`config.mk`:
```
export PLATFORM = sky130hd
export DESIGN_NAME = mode_counter
export DESIGN_NICKNAME = d
export VERILOG_FILES = /design/src/rtl/mode_counter.sv
export SDC_FILE = /design/constraint.sdc
export NUM_CORES = 1
export LEC_CHECK = 0
export CAP_MARGIN = 0
export CORE_AREA = 2 2 39 41
export DETAILED_ROUTE_END_ITERATION = 8
export DIE_AREA = 0 0 41 43
export PLACE_DENSITY = 0.64
export RECOVER_POWER = 50
export SYNTH_ARGS = -nofsm -noshare
export SYNTH_HDL_FRONTEND = slang
export SYNTH_SLANG_ARGS = --single-unit
```
`constraint.sdc`:
```
create_clock -name clk -period 2.7 [get_ports clk]
set_input_delay 0.405 -clock clk [delete_from_list [all_inputs] [get_ports clk]]
set_output_delay 0.405 -clock clk [all_outputs]
set_load 0.005 [all_outputs]
```
`src/rtl/mode_counter.sv`:
```
// rtl/mode_counter.sv - wrapping up/down step counter with winner/loser landing pulses; HOLD_PORT_EN adds a hold input
module mode_counter #(
  parameter int WIDTH = 4
) (
  input  logic             clk,
  input  logic             rst_n,
  input  logic [1:0]       mode,
  input  logic             init,
  input  logic [WIDTH-1:0] init_value,
  input  logic             gameover,
`ifdef HOLD_PORT_EN
  input  logic             hold,
`endif
  output logic [WIDTH-1:0] count,
  output logic             winner_flag,
  output logic             loser_flag
);

  logic             hold_req;
  logic [WIDTH-1:0] step;
  logic [WIDTH-1:0] stepped;

`ifdef HOLD_PORT_EN
  assign hold_req = hold;
`else
  assign hold_req = 1'b0;
`endif

  // Step size and direction come straight from mode each cycle; the sum wraps naturally at WIDTH bits.
  always_comb begin
    step    = mode[0] ? WIDTH'(2) : WIDTH'(1);
    stepped = mode[1] ? (count - step) : (count + step);
  end

  // Reset, then freeze (gameover, then hold), then load, then step; flags only ever come from a step landing on a limit.
  always_ff @(posedge clk) begin
    if (!rst_n) begin
      count       <= '0;
      winner_flag <= 1'b0;
      loser_flag  <= 1'b0;
    end else if (gameover || hold_req) begin
      winner_flag <= 1'b0;
      loser_flag  <= 1'b0;
    end else if (init) begin
      count       <= init_value;
      winner_flag <= 1'b0;
      loser_flag  <= 1'b0;
    end else begin
      count       <= stepped;
      winner_flag <= &stepped;
      loser_flag  <= (stepped == '0);
    end
  end

endmodule

```
==> metrics <==
Clk Latency, worst-skew pair=240 ps; Max Fclk=497.4 MHz; DP Wirelength=690.6 µm; drt drc=0; CP Capture Type=flip-flop; met3 wire length=17 µm; YS warnings=0; Worst Path Required=2880 ps; cell area after placement=535.5 µm²; critical path arrival=2190 ps; post-route cell area=558.0 µm²; CP Class=in -> reg; Via Count=354; most frequent cells in the layout=clkdlybuf4s50_1 (10), dfxtp_1 (6); Rel. slew slack=79.34%; leak pwr=0.2377 nW; worst-path maximum fanout=3; postcts setup bufs=0; PwrDens=454.5 nW/µm²; CTS Root Cell=clkbuf_4; Comb power frac=28.4%; Synth Cell Area=376.6 µm²; IO Pins=16; router iterations before antenna repair=4; critical-path cell list=clkdlybuf4s50_1 > inv_1 > ha_1 > fa_1 > or4_1 > nor2_1; Avg Inst Size Synth=8.187 µm²; Post-Syn Nets=60; CP max stage delay=510 ps; antenna cell count=0; DIE HEIGHT=43 µm; RD Place Congestion=0.8114; number of DRC markers in iteration 0=4; initial antenna violation count=0; Fin. Hold Viols=0; Final period util=74.46%; Final nets=79; first-pass GRT wire length=1317 µm; Reg clk slew, reported paths=50 ps; Net Sw Frac=27.67%; Layout Skew=2.554 ps; count of cell types in the netlist=18; post-synth top area share=31.89%; Antenna Violating Nets Remaining=0; area delta synth->final=48.17%; RSZ-0062 raised after global routing=false; GR Overflow Total=0; worst IR drop on VDD=0.1704 mV; Post-Route WL=818 µm; area leader, netlist=dfxtp_1; Initial Util=27.22%; layout cells sized above 1=6.349%; chip width=41 µm; Tmin final=2010 ps; Slew @ Worst Pin=309.0 ps; Max clock buf depth=2; vias in the first global route=345; Slew Limit Fails=0; post-synthesis sequential area ratio=31.89%; slowest CP cell=or4_1; Synth Register Bits=6; total power=253.6 µW; Die ar.=1763 µm²; pin count of the biggest net entering global routing=9; outcome=finished, final reports clean; largest cells by area after synthesis=dfxtp_1 (32%), ha_1 (10%), a21oi_1 (6.6%), fa_1 (5.3%), o21ai_0 (5.3%); TritonCTS clock tree=done; worst hold path class=reg -> reg; Cells after Synth=46; TritonCTS buffer count=3; CTS sink count=6; Max-Cap Viols=0; hold-fix buffers at CTS=0; overall global routing resource usage=11.02%; Seq pwr share=38.8%; most common cell after layout, fill and taps aside=clkdlybuf4s50_1; Std-Cell Core Area=1384 µm²; type of origin of the critical path=input pin; num rows=14; Top Metal Used=met3; Setup Viol. Count Final=0; post-CTS resize count=0; H-Tree Depth=1; WL met2=417 µm; Pint=183.4 µW; Psw=70.18 µW; met1 WL=383 µm; port bufs=15; routed len/inst=10.35 µm; Setup TNS Final=0 ps; share of total power in the clock network=32.8%; DR vias/cell=4.481
## logic make-up after synthesis
family,after synthesis,synth area share [%]
flops,6,31.89
xor+xnor,3,6.978
buf+inv,6,7.974
compound gates,11,15.28
fa+ha+maj,4,15.28
simple gates,16,22.59
## per-layer routing
metal	track usage, %	vias up
met2	15.94	4
met4	8.000	0
li1	-	188
met3	1.571	0
met5	0	-
met1	14.06	162
## area by class of cell
cell class,instances,area [µm²]
clock buffer,3,22.52
fill,159,825.8
inverter,5,18.77
multi-input combinational,34,226.5
sequential,6,120.1
tap,16,20.02
timing repair buffer,15,150.1
## critical path: cells and delay by family
family	cells	cell delay, ps
fa+ha+maj	2	690
buf+inv	2	500
simple gates	2	590
## stage by stage
| step | std cells | setup slack [ps] | utilization (%) | hold WS (ps) |
|---|---|---|---|---|
| detailed placement | 76 | 440.0 | 38.70 | 564.5 |
| CTS | 79 | 687.6 | 40.33 | 571.8 |
| finish | 79 | 689.6 | 40.33 | 575.9 |
| floorplan | 46 | 978.4 | - | 526.7 |
| global placement | 76 | 481.9 | 38.70 | 559.2 |
| global route | 79 | 642.7 | 40.33 | 602.9 |
## path summary, 6_finish.rpt
kind | startpoint | slack (ps) | cells past startpoint | endpoint
worst min-delay path | count[3] | 580 | 2 | count[3]
worst max-delay path | mode[0] | 690 | 6 | winner_flag
worst min register to register | count[3] | 580 | 2 | count[3]
worst max register to register | count[0] | 930 | 5 | winner_flag
## power by group through the flow
stage               sequential [mW]  combinational, mW  clock, mW
global placement              0.100             0.0735          0
detailed placement            0.100             0.0742          0
CTS                          0.0986             0.0746     0.0877
floorplan                    0.0999             0.0410          0
finish                       0.0984             0.0721     0.0831
global route                 0.0990             0.0810     0.0934
## sequential cells by signal, indices dropped and copies added, names as in the netlist
| register | cells |
|---|---|
| winner_flag | 1 |
| loser_flag | 1 |
| count | 4 |
## synth_stat cells
cell and instances:
a211oi_1 1, a21oi_1 5, and2_1 2, buf_6 1
dfxtp_1 6, fa_1 1, ha_1 3, inv_1 5
nand2_1 5, nand3_1 1, nor2_1 4, nor2_4 1
nor3b_1 2, o21ai_0 4, o21ai_1 1, or4_1 1
xnor2_1 1, xor2_1 2
Power figures use the tool's default switching activity.
